<file path="config.mk">
export PLATFORM = sky130hd
export DESIGN_NAME = ram_sdp_wr_ctrl
export DESIGN_NICKNAME = d
export VERILOG_FILES = /design/src/rtl/ram_sdp_wr_ctrl_pkg.sv /design/src/rtl/ram_sdp_wr_ctrl_ptr_sync.sv /design/src/rtl/ram_sdp_wr_ctrl.sv
export SDC_FILE = /design/constraint.sdc
export NUM_CORES = 1
export LEC_CHECK = 0
export ABC_AREA = 0
export CORE_MARGIN = 1
export CORE_UTILIZATION = 35
export DETAILED_ROUTE_END_ITERATION = 6
export PLACE_DENSITY_LB_ADDON = 0.25
export SYNTH_ARGS = -nofsm -noshare
export SYNTH_HDL_FRONTEND = slang
export SYNTH_SLANG_ARGS = --single-unit
</file>
<file path="constraint.sdc">
create_clock -name clk_wr -period 5.9 [get_ports clk_wr]
set_input_delay 1.475 -clock clk_wr [delete_from_list [all_inputs] [get_ports clk_wr]]
set_output_delay 1.475 -clock clk_wr [all_outputs]
set_load 0.05 [all_outputs]
</file>
<file path="src/rtl/ram_sdp_wr_ctrl_pkg.sv">
// ---------------------------------------------------------------------------
// ram_sdp_wr_ctrl_pkg
// Shared types and helpers for the dual-clock FIFO controllers built on the
// 32-bit simple-dual-port block-RAM wrapper.
//   - wr_ctrl_state_t : write-side controller states
//   - bin2gray/gray2bin : pointer code conversion
// The conversions work on the widest legal pointer (AddrWidth 10 + wrap bit).
// Callers zero-extend narrower pointers and truncate the result. Zero high bits
// do not disturb either conversion, so one function serves every width.
// ---------------------------------------------------------------------------
package ram_sdp_wr_ctrl_pkg;

  localparam int MaxPtrWidth = 11;

  typedef enum logic {
    IDLE  = 1'b0,
    WRITE = 1'b1
  } wr_ctrl_state_t;

  function automatic logic [MaxPtrWidth-1:0] bin2gray(input logic [MaxPtrWidth-1:0] bin);
    return bin ^ (bin >> 1);
  endfunction

  // Each binary bit is the XOR of all Gray bits at or above it.
  function automatic logic [MaxPtrWidth-1:0] gray2bin(input logic [MaxPtrWidth-1:0] gray);
    logic [MaxPtrWidth-1:0] bin;
    bin[MaxPtrWidth-1] = gray[MaxPtrWidth-1];
    for (int i = MaxPtrWidth - 2; i >= 0; i--) begin
      bin[i] = bin[i+1] ^ gray[i];
    end
    return bin;
  endfunction

endpackage

</file>
<file path="src/rtl/ram_sdp_wr_ctrl_ptr_sync.sv">
// ---------------------------------------------------------------------------
// ptr_sync
// Width x Stages flop synchronizer for a Gray-coded pointer. It crosses into
// the clk domain and clears to 0 on reset. The read-side controller reuses it.
//   clk   : destination clock
//   reset : synchronous, active-high
//   din   : pointer from the foreign clock domain
//   dout  : pointer after Stages flops
// ---------------------------------------------------------------------------
module ptr_sync #(
  parameter int Width  = 10,
  parameter int Stages = 2
) (
  input  logic             clk,
  input  logic             reset,
  input  logic [Width-1:0] din,
  output logic [Width-1:0] dout
);

  // The first stage samples an asynchronous bus. ASYNC_REG keeps it packed
  // next to the following stage, which gives metastability time to settle.
  (* ASYNC_REG = "TRUE" *) logic [Width-1:0] meta_q;
  logic [Width-1:0] meta_d;
  logic [Width-1:0] tail_q [Stages-1];
  logic [Width-1:0] tail_d [Stages-1];

  always_comb begin
    meta_d    = din;
    tail_d[0] = meta_q;
    for (int i = 1; i < Stages - 1; i++) begin
      tail_d[i] = tail_q[i-1];
    end
  end

  always_ff @(posedge clk) begin
    if (reset) begin
      meta_q <= '0;
      tail_q <= '{default: '0};
    end else begin
      meta_q <= meta_d;
      tail_q <= tail_d;
    end
  end

  assign dout = tail_q[Stages-2];

endmodule

</file>
<file path="src/rtl/ram_sdp_wr_ctrl.sv">
// ---------------------------------------------------------------------------
// ram_sdp_wr_ctrl
// Write-side controller of a dual-clock FIFO over the 32-bit SDP block RAM.
// The whole controller runs in clk_wr.
//   clk_wr, reset        : write clock, synchronous active-high reset
//   s_data/s_valid/s_ready : incoming 32-bit stream
//   ram_wr_addr/_data/_valid/_ready : RAM write handshake
//   rd_ptr_gray          : read-side committed pointer (Gray, async domain)
//   wr_ptr_gray          : committed write pointer (Gray, registered)
//   full, level          : occupancy seen from the write side
// rsv_ptr counts words the controller has accepted. cmt_ptr counts words
// the RAM has finished writing. Only the committed count goes to the read
// side, so the reader never sees a slot before its data is in the RAM.
// ---------------------------------------------------------------------------
module ram_sdp_wr_ctrl
  import ram_sdp_wr_ctrl_pkg::*;
#(
  parameter int AddrWidth  = 9,
  parameter int SyncStages = 2
) (
  input  logic                 clk_wr,
  input  logic                 reset,
  input  logic [31:0]          s_data,
  input  logic                 s_valid,
  output logic                 s_ready,
  output logic [AddrWidth-1:0] ram_wr_addr,
  output logic [31:0]          ram_wr_data,
  output logic                 ram_wr_valid,
  input  logic                 ram_wr_ready,
  input  logic [AddrWidth:0]   rd_ptr_gray,
  output logic [AddrWidth:0]   wr_ptr_gray,
  output logic                 full,
  output logic [AddrWidth:0]   level
);

  localparam int PtrWidth = AddrWidth + 1;
  localparam logic [PtrWidth-1:0] FullLevel = {1'b1, {AddrWidth{1'b0}}};

  wr_ctrl_state_t      state_q, state_d;
  logic [PtrWidth-1:0] rsv_ptr_q, rsv_ptr_d;
  logic [PtrWidth-1:0] cmt_ptr_q, cmt_ptr_d;
  logic [31:0]         data_q, data_d;
  logic [PtrWidth-1:0] wr_ptr_gray_q, wr_ptr_gray_d;
  logic [PtrWidth-1:0] rd_gray_sync;
  logic [PtrWidth-1:0] rd_bin;
  logic                s_ready_c;

  ptr_sync #(
    .Width  (PtrWidth),
    .Stages (SyncStages)
  ) u_rd_ptr_sync (
    .clk   (clk_wr),
    .reset (reset),
    .din   (rd_ptr_gray),
    .dout  (rd_gray_sync)
  );

  assign rd_bin = PtrWidth'(gray2bin(MaxPtrWidth'(rd_gray_sync)));

  // Level uses the reserved pointer, so an in-flight word already holds its
  // slot. The wrap bit makes level == depth mean full rather than empty.
  assign level = rsv_ptr_q - rd_bin;
  assign full  = (level == FullLevel);

  // In WRITE, a completing RAM write frees the controller for a new word in
  // the same cycle. This gives back-to-back transfers at one word per cycle.
  always_comb begin
    state_d      = state_q;
    rsv_ptr_d    = rsv_ptr_q;
    cmt_ptr_d    = cmt_ptr_q;
    data_d       = data_q;
    s_ready_c    = 1'b0;
    ram_wr_valid = 1'b0;
    case (state_q)
      IDLE: begin
        s_ready_c = !full;
        if (s_valid && s_ready_c) begin
          data_d    = s_data;
          rsv_ptr_d = rsv_ptr_q + PtrWidth'(1);
          state_d   = WRITE;
        end
      end
      WRITE: begin
        ram_wr_valid = 1'b1;
        if (ram_wr_ready) begin
          cmt_ptr_d = cmt_ptr_q + PtrWidth'(1);
          s_ready_c = !full;
          if (s_valid && s_ready_c) begin
            data_d    = s_data;
            rsv_ptr_d = rsv_ptr_q + PtrWidth'(1);
          end else begin
            state_d = IDLE;
          end
        end
      end
      default: state_d = IDLE;
    endcase
    wr_ptr_gray_d = PtrWidth'(bin2gray(MaxPtrWidth'(cmt_ptr_d)));
  end

  always_ff @(posedge clk_wr) begin
    if (reset) begin
      state_q       <= IDLE;
      rsv_ptr_q     <= '0;
      cmt_ptr_q     <= '0;
      data_q        <= '0;
      wr_ptr_gray_q <= '0;
    end else begin
      state_q       <= state_d;
      rsv_ptr_q     <= rsv_ptr_d;
      cmt_ptr_q     <= cmt_ptr_d;
      data_q        <= data_d;
      wr_ptr_gray_q <= wr_ptr_gray_d;
    end
  end

  // Keep the stream closed while reset is high. The state is about to clear,
  // so any word taken now would be lost.
  assign s_ready     = s_ready_c && !reset;
  assign ram_wr_addr = cmt_ptr_q[AddrWidth-1:0];
  assign ram_wr_data = data_q;
  assign wr_ptr_gray = wr_ptr_gray_q;

endmodule

</file>
* Word-level counts from Yosys, hierarchy flattened
Cells that the tools add are included. W data, S select, Z words.
Cells by class: $add $sub $neg 3, $mul 0, div/mod/pow operators 0, magnitude comparators 0, equality and inequality tests 2, shift operators 0, mux-type cells 14, bitwise gates (word level) 11, reductions and logical operators 4
Operators by type and width (count):
- $mux W32 | 2
- $pmux W32 S2 | 1
- $mux W10 | 4
- $add A10 B1 Y10 const B | 2
- $pmux W10 S2 | 1
- $eq A10 B10 Y1 const B | 1
- $sub A10 B10 Y10 | 1
- $xor A10 B9 Y10 | 1
- $xor A1 B1 Y1 | 9
- $mux W1 | 4
- $pmux W1 S2 | 2
- $logic_and A1 B1 Y1 | 2
- $logic_not A1 Y1 | 2
- $ne A2 B2 Y1 const B | 1
- $not A1 Y1 | 1
Word-level totals: flip-flop bits (word level) 83, latch bits 0, RAM bits 0, ROM bits 0, input port bits 46, output and inout bits 64, logic and storage cells 41, memories kept 0

* Longest topological paths before layout
Gate-level depths: netlist (run 1).
depth after elaboration 16, mapped depth 19, mapped depth without buffers 17

* Hierarchy
Synthesis (run 1) repeated with hierarchy kept, for this count alone.
Unflattened totals: cells, all modules 380, area total of the unflattened synthesis 3746.1 um^2
Modules (own cells, without submodules):
- ram_sdp_wr_ctrl | instances 1, cells each 338, area an instance 3128.0 um^2, seq. area each 1241.2 um^2
- ptr_sync | instances 1, cells each 42, area an instance 618.1 um^2, seq. area each 400.4 um^2

* Worst setup path before layout (run 1)
Ideal clock, no wire load.
path type register to output, start reg u_rd_ptr_sync.tail_q (netlist bit u_rd_ptr_sync.dout[9]), end out s_ready, arrival 5889 ps, data required time 4425 ps, setup slack -1464 ps, cell stages (with the launch flop) 16, path buffers 0, cells stage by stage dfxtp_1 > xnor2_2 > xor2_2 > xor2_2 > xor2_2 > xor2_2 > xor2_2 > xnor2_1 > ha_1 > fa_1 > nor2b_4 > o2111ai_1 > nand3_1 > nand4_1 > nor4b_1 > nor3b_1
Between the ends: longest elaborated chain between the ends 15
Ends and longest elaborated chain:
- start, declared | RTL line ram_sdp_wr_ctrl_ptr_sync.sv:24 | logic [Width-1:0] tail_q [Stages-1];
- start signal, assigned | RTL line ram_sdp_wr_ctrl_ptr_sync.sv:41 | tail_q <= tail_d;
- $xor A1 B1 Y1 * | RTL line ram_sdp_wr_ctrl_pkg.sv:29 | bin[i] = bin[i+1] ^ gray[i];
- $xor A1 B1 Y1 (8 in series) | RTL line ram_sdp_wr_ctrl_pkg.sv:29
- $sub A10 B10 Y10 * | RTL line ram_sdp_wr_ctrl.sv:62 | assign level = rsv_ptr_q - rd_bin;
- via level[8] | RTL line ram_sdp_wr_ctrl.sv:33 | output logic [AddrWidth:0] level
- $eq A10 B10 Y1 * | RTL line ram_sdp_wr_ctrl.sv:63 | assign full = (level == FullLevel);
- via full | RTL line ram_sdp_wr_ctrl.sv:32 | output logic full,
- $logic_not A1 Y1 * | RTL line ram_sdp_wr_ctrl.sv:76, ram_sdp_wr_ctrl.sv:87
- $mux W1 | RTL line ram_sdp_wr_ctrl.sv:85 | if (ram_wr_ready) begin
- $pmux W1 S2 * | RTL line ram_sdp_wr_ctrl.sv:74 | case (state_q)
- $logic_and A1 B1 Y1 * | RTL line ram_sdp_wr_ctrl.sv:119 | assign s_ready = s_ready_c && !reset;
- end, declared | RTL line ram_sdp_wr_ctrl.sv:25 | output logic s_ready,
Mark *: on every way through the listed nets, which the timed path passes. The rest lies on a longest branch.

* Final worst setup path (run 1)
start reg u_rd_ptr_sync.tail_q (netlist bit u_rd_ptr_sync.dout[8]), end out s_ready
Between the ends: longest elaborated chain between the ends 15
Ends and longest elaborated chain (RTL line):
- $xor A1 B1 Y1 * | ram_sdp_wr_ctrl_pkg.sv:29
- $xor A1 B1 Y1 (8 in series) | ram_sdp_wr_ctrl_pkg.sv:29
- $sub A10 B10 Y10 * | ram_sdp_wr_ctrl.sv:62
- $eq A10 B10 Y1 * | ram_sdp_wr_ctrl.sv:63
- $logic_not A1 Y1 * | ram_sdp_wr_ctrl.sv:76, ram_sdp_wr_ctrl.sv:87
- $mux W1 | ram_sdp_wr_ctrl.sv:85
- $pmux W1 S2 * | ram_sdp_wr_ctrl.sv:74
- $logic_and A1 B1 Y1 * | ram_sdp_wr_ctrl.sv:119
Mark *: on every way between the ends. The rest lies on a longest branch, timed or not.

==> results of run 1 <==
==> synthesized netlist by cell type (3+ instances only) <==
cell type,n
dfxtp_1,82
nor2_1,31
nand2_2,28
a21oi_2,31
nand4_1,8
nor2b_1,25
or3_1,4
and2_1,4
and3_1,5
ha_1,11
nand2_1,54
xor2_2,5
clkbuf_1,14
a21oi_1,14
inv_1,12
nand3_1,8
buf_12,3
o21ai_0,12
xnor2_1,17
nor3b_1,3
xor2_1,13
==> worst max-delay path, stage by stage (launching register included) <==
cell and delay (ns):
dfxtp_2 0.34, xnor2_2 0.21, xor2_2 0.22, xor2_2 0.23, xor2_2 0.23, xor2_2 0.22, xor2_2 0.19, buf_6 0.15
xnor2_2 0.11, ha_2 0.22, fa_2 0.24, nor2b_4 0.05, o21a_1 0.17, or3_4 0.34, a2111oi_4 0.34, nand3_2 0.13
nor4b_4 0.29, buf_4 0.16, nor3b_4 0.04, buf_6 0.15
==> flip-flops by register name (all words and copies together), names as in the netlist <==
signal                count
cmt_ptr_q                10
ram_wr_data              32
rsv_ptr_q                10
state_q                   1
u_rd_ptr_sync.dout       10
u_rd_ptr_sync.meta_q     10
wr_ptr_gray               9
==> area by class of cell <==
cell class / instances / share of cell area, %
Clock buffer: 9 / 2.24
Clock inverter: 7 / 1.45
Inverter: 13 / 0.884
Multi-Input combinational cell: 309 / 40.1
Sequential cell: 82 / 29.8
Tap cell: 140 / 3.17
Timing Repair Buffer: 125 / 22.3
==> layer usage <==
layer,global-route usage [%],routed length (um)
met5,0,0
met1,18.1,3950
met4,7.05,191
met3,5.61,549
met2,25.4,4030
==> power breakdown <==
group / switching (W) / leakage [nW] / internal (W)
Clock: 0.000218 / 0.103 / 0.000202
Combinational: 0.000322 / 1.31 / 0.000210
Sequential: 0.0000147 / 0.672 / 0.000575
Total: 0.000554 / 2.08 / 0.000988
==> worst max-delay path by stage <==
| stage | start | endpoint |
|---|---|---|
| final | u_rd_ptr_sync.dout[8] | s_ready |
| after global routing | u_rd_ptr_sync.dout[8] | s_ready |
| after CTS | u_rd_ptr_sync.dout[9] | full |
| after detailed placement | u_rd_ptr_sync.dout[9] | s_ready |
| after global placement | u_rd_ptr_sync.dout[8] | s_ready |
| after floorplan | u_rd_ptr_sync.dout[8] | s_ready |
==> cell usage in the layout, fill, tap and decap left out, drive strengths merged, types with 5 or more instances in the layout <==
| cell | n |
|---|---|
| a21oi | 45 |
| and3 | 5 |
| buf | 20 |
| clkbuf | 9 |
| clkdlybuf4s50 | 101 |
| dfxtp | 82 |
| ha | 11 |
| inv | 17 |
| nand2 | 82 |
| nand3 | 8 |
| nand4 | 8 |
| nor2 | 31 |
| nor2b | 26 |
| o21ai | 13 |
| or3 | 5 |
| xnor2 | 18 |
| xor2 | 18 |
==> cell families after synthesis <==
| logic type | share of synthesized area [%] |
|---|---|
| DFF | 41.7 |
| buffers and inverters | 4.48 |
| AOI/OAI and AO/OA | 15.6 |
| xor gates and xnor gates | 9.16 |
| adders and majority gates | 4.01 |
| muxes | 1.34 |
| and+or+nand+nor | 23.7 |
==> metrics by stage <==
step	total power, W	std cells
finish	0.00154	685
global route	0.00162	685
CTS	0.00155	682
detailed placement	0.00110	655
global placement	0.00109	655
floorplan	0.000948	423
==> what timing repair did <==
item,in CTS,in global routing
setup endpoints to repair,6,7
setup buffers,11,3
cloned,0,0
resized for setup,7,11
pin swaps,9,15
==> run summary, run 1 <==
Status -> finished, final reports clean
Total GRT Usage -> 15.5%
CTS clock-pin slew for the worst setup and hold paths -> 0.09 ns
Dominant cell type by area after synthesis -> dfxtp_1
PwrDens -> 279 nW/um^2
Routability congestion estimate -> 0.794
Vias in the first global route -> 3161
Fin nets -> 598
Synth Warn # -> 0
Synthesized flop and latch total -> 82
Fin crit period -> 5.87 ns
ANT cells -> 0
RSZ-0062 raised after global routing -> true
Vias -> 3241
Min-delay src -> u_rd_ptr_sync.meta_q[8]
Largest net degree at the start of global routing -> 75
Synth cell types -> 51
Worst Path Required -> 4.43 ns
Die ar. -> 11700 um^2
Seq/Total Area, Yosys -> 41.7%
FF-to-FF Start -> u_rd_ptr_sync.dout[8]
Asr flop ratio synth -> 0%
DP HPWL -> 6060 um
Share of the clock period used by the worst path -> 99.5%
Slew Limit Fails -> 0
Setup ws final -> 0.0304 ns
R2R cell count -> 18
Slew Limit Headroom -> 37.3%
DRC violation count after routing -> 0
Mapped cell area -> 3940 um^2
Setup WS pre-CTS -> 0.116 ns
Worst r2r dst -> rsv_ptr_q[9]
CTS Sinks -> 82
Critical Path AT -> 4.39 ns
DRT antenna net count -> 0
# setup viols final -> 0
Die H -> 108 um
CTS tree -> yes
PortBufs -> 109
Crit Path Max Fanout -> 2
Syn Nets -> 481
Routed WL -> 8720 um
Most common flop cell mapped by yosys -> dfxtp_1
CTS Buf Count -> 9
Reg-to-reg slack, setup -> 1.16 ns
IO Pins -> 110
Share of layout cells above drive strength 1 -> 23.7%
Drt pass-1 iters -> 4
Hold EP -> u_rd_ptr_sync.dout[8]
CTS Buffer Depth -> 2
Final core occ -> 50.7%
CP Launch Type -> flip-flop
First-pass GRT wire length -> 14200 um
Slew @ Worst Pin -> 0.940 ns
Multi-input logic area -> 2210 um^2
Gr ovfl total -> 0
DR WL/cell -> 12.7 um
Fillers -> 1033
Leak -> 2.08 nW
Initial Util -> 36.1%
Final instance area -> 5520 um^2
Chip Width -> 108 um
Max-capacitance violation count -> 0
Syn Area/Cell -> 9.30 um^2
Initial antenna violation count -> 0
1st-iter DRT viols -> 138
Crit. End Element -> output port
Row count -> 38
Hold Crit Depth -> 1
# hold bufs at CTS -> 0
Synth area leaders -> dfxtp_1, a21oi_2, nand2_1
Worst hold path type -> flip-flop to flip-flop
Maximum VDD drop -> 115 uV
Layout area overhead -> 40.2%
Core area -> 10900 um^2
Post-synth top area share -> 41.7%
H-tree Lvls -> 3
Via density per instance -> 4.73
Placed Instance Area -> 5130 um^2
Mapped Cells -> 423
Critical path class -> flip-flop to output port
Hold_ws -> 0.437 ns
Post-synth EDFFs -> 0
Max Fclk -> 0.170 GHz
Final setup TNS -> 0 ns
Later-pin clock latency in the skew report -> 0.36 ns
Clock Skews -> 0.0162 ns
Reg area -> 1640 um^2
Clock root buffer -> clkbuf_8
Final hold viol count -> 0
No activity file was read; power rests on OpenSTA's default activity.
==> run 2, diff against run 1 <==
- CTS_BUF_LIST: unset -> sky130_fd_sc_hd__clkbuf_4
- RECOVER_POWER: unset -> 100
==> run 2 against run 1 <==
  * Design area down 1.1%
  * Critical endpoint unchanged
  * Clock-buffer cell count unchanged
  * Non-clock buffer count up 3
  * Routed wire length down 0.23%
  * Global-route usage down 0.10 points
  * Clock power down 19%
  * Register-to-register slack better by 0.05 ns
  * Cell count up 0.44%
  * First-iteration DRC count up 4.3%
  * Setup slack worse by 0.021 ns
  * Die area unchanged
==> run summary, run 2 (synthesis results as in run 1) <==
DP HPWL -> 6060 um
Clock power frac -> 23.4%
Max FFs per register -> 32
Maximum VDD drop -> 111 uV
Total GRT Usage -> 15.4%
Crit. End Element -> output port
RSZ-0062 raised after global routing -> true
R2R cell count -> 18
DRC violation count after routing -> 0
Commonest non-fill, non-tap cell in the layout -> dfxtp_1
Hold Crit Depth -> 1
Cell mode on critical path -> xor2_2
Worst stage delay on the critical path -> 0.39 ns
CTS Buf Count -> 9
Max Fclk -> 0.170 GHz
Layout area overhead -> 38.6%
FF-to-FF Start -> u_rd_ptr_sync.dout[9]
Top layer used by detailed routing -> met4
CTS clock-pin slew for the worst setup and hold paths -> 0.14 ns
Fillers -> 1046
Crit Path Max Fanout -> 2
Chip Width -> 108 um
PortBufs -> 109
Sequential power share -> 40.4%
DR WL/cell -> 12.6 um
Die H -> 108 um
Clock Skews -> 0.0205 ns
Min-delay src -> u_rd_ptr_sync.meta_q[8]
Worst hold path type -> flip-flop to flip-flop
Initial Util -> 36.1%
Slew @ Worst Pin -> 0.928 ns
Via density per instance -> 4.76
H-tree Lvls -> 3
Cell Chain, Critical Path -> xnor2_2, xor2_2, xor2_2, xor2_2, xor2_2, xor2_2, buf_6, xnor2_4, inv_2, ha_4, nor2b_1, o2111a_1, or3_4, a21o_1, nand2_2, nand3_2, nor4b_4, buf_4, nor3b_4, buf_6
First-pass GRT wire length -> 14200 um
# setup viols final -> 0
Worst Setup SP -> u_rd_ptr_sync.dout[9]
Switching Fraction -> 37.1%
Leak -> 2.24 nW
Setup WS pre-CTS -> 0.116 ns
Final hold viol count -> 0
CTS Sinks -> 82
Worst path bufs/invs -> 4
Routed WL -> 8700 um
Drt pass-1 iters -> 4
WL met1 -> 3870 um
1st-iter DRT viols -> 144
Met3 Wirelength -> 587 um
DRT antenna net count -> 0
ANT cells -> 0
Worst path top cell family by delay -> XOR/XNOR gates
Most frequent cells in the layout -> dfxtp_1, dlygate4sd3_1, nand2_1, clkdlybuf4s50_1
Largest net degree at the start of global routing -> 75
Share of layout cells above drive strength 1 -> 23.7%
Reg-to-reg slack, setup -> 1.21 ns
IO Pins -> 110
Critical Path AT -> 4.42 ns
Fin crit period -> 5.89 ns
Later-pin clock latency in the skew report -> 0.43 ns
Fin cells -> 688
Max-capacitance violation count -> 0
Routability congestion estimate -> 0.794
Slew Limit Headroom -> 38.1%
Critical-path top delay cell -> or3_4
CP Launch Type -> flip-flop
Vias in the first global route -> 3143
Worst r2r dst -> rsv_ptr_q[6]
Clock root buffer -> clkbuf_4
PwrDens -> 268 nW/um^2
Die ar. -> 11700 um^2
Setup ws final -> 0.00922 ns
Initial antenna violation count -> 0
Fin nets -> 601
Core area -> 10900 um^2
Placed cells -> 655
Gate power share -> 36.2%
Internal power -> 0.000919 W
Slew Limit Fails -> 0
Final core occ -> 50.1%
Vias -> 3272
Hold EP -> u_rd_ptr_sync.dout[8]
Critical path class -> flip-flop to output port
Gr ovfl total -> 0
Met2 WL -> 4080 um
# hold bufs at CTS -> 0
Row count -> 38
Share of the clock period used by the worst path -> 99.8%
CTS Buffer Depth -> 2
CTS tree -> yes
Sw power -> 0.000542 W
Worst Path Required -> 4.43 ns
Status -> finished, final reports clean
## run 2: layer usage
metal	global-route usage [%]	vias to the layer above
li1	-	1647
met1	17.8	1514
met2	25.5	97
met3	5.79	14
met4	6.46	0
met5	0	-
## run 2: how the worst max path moves through the flow
stage | endpoint | slack (ns) | depth (start not counted)
finish | s_ready | 0.009 | 20
global route | s_ready | -0.28 | 20
CTS | full | -0.05 | 18
detailed placement | s_ready | 0.12 | 18
global placement | s_ready | 0.33 | 18
floorplan | s_ready | 0.05 | 15
## run 2: timing repair
item | in CTS | in global routing
hold endpoints to repair | 0 | 0
pin swaps | 11 | 4
setup endpoints to repair | 7 | 8
resized for setup | 10 | 12
setup buffers | 11 | 6
## run 2: layout make-up
type                            instances  area (um^2)  share of cell area (%)
Sequential cell                        82         1640                    30.1
Clock buffer                            9         67.6                    1.24
Tap cell                              140          175                    3.21
Timing Repair Buffer                  128         1250                    22.8
Inverter                               13         48.8                   0.894
Multi-Input combinational cell        309         2190                    40.2
Clock inverter                          7         80.1                    1.47
## run 2: per-stage QoR
step | total power, W | setup TNS (ns) | hold WS [ns] | instance area (um^2)
after floorplan | 0.000948 | 0 | 0.414 | 3970
after global placement | 0.00109 | 0 | 0.427 | 5130
after detailed placement | 0.00110 | 0 | 0.427 | 5130
after CTS | 0.00148 | -0.0591 | 0.451 | 5390
after global routing | 0.00154 | -0.542 | 0.456 | 5460
final | 0.00146 | 0 | 0.446 | 5460
## run 2: power groups by stage
stage	Sequential [W]	Clock [W]	Combinational (W)
after floorplan	0.000651	0	0.000296
after global placement	0.000602	0	0.000485
after detailed placement	0.000602	0	0.000493
after CTS	0.000591	0.000364	0.000521
after global routing	0.000593	0.000385	0.000561
final	0.000590	0.000342	0.000528
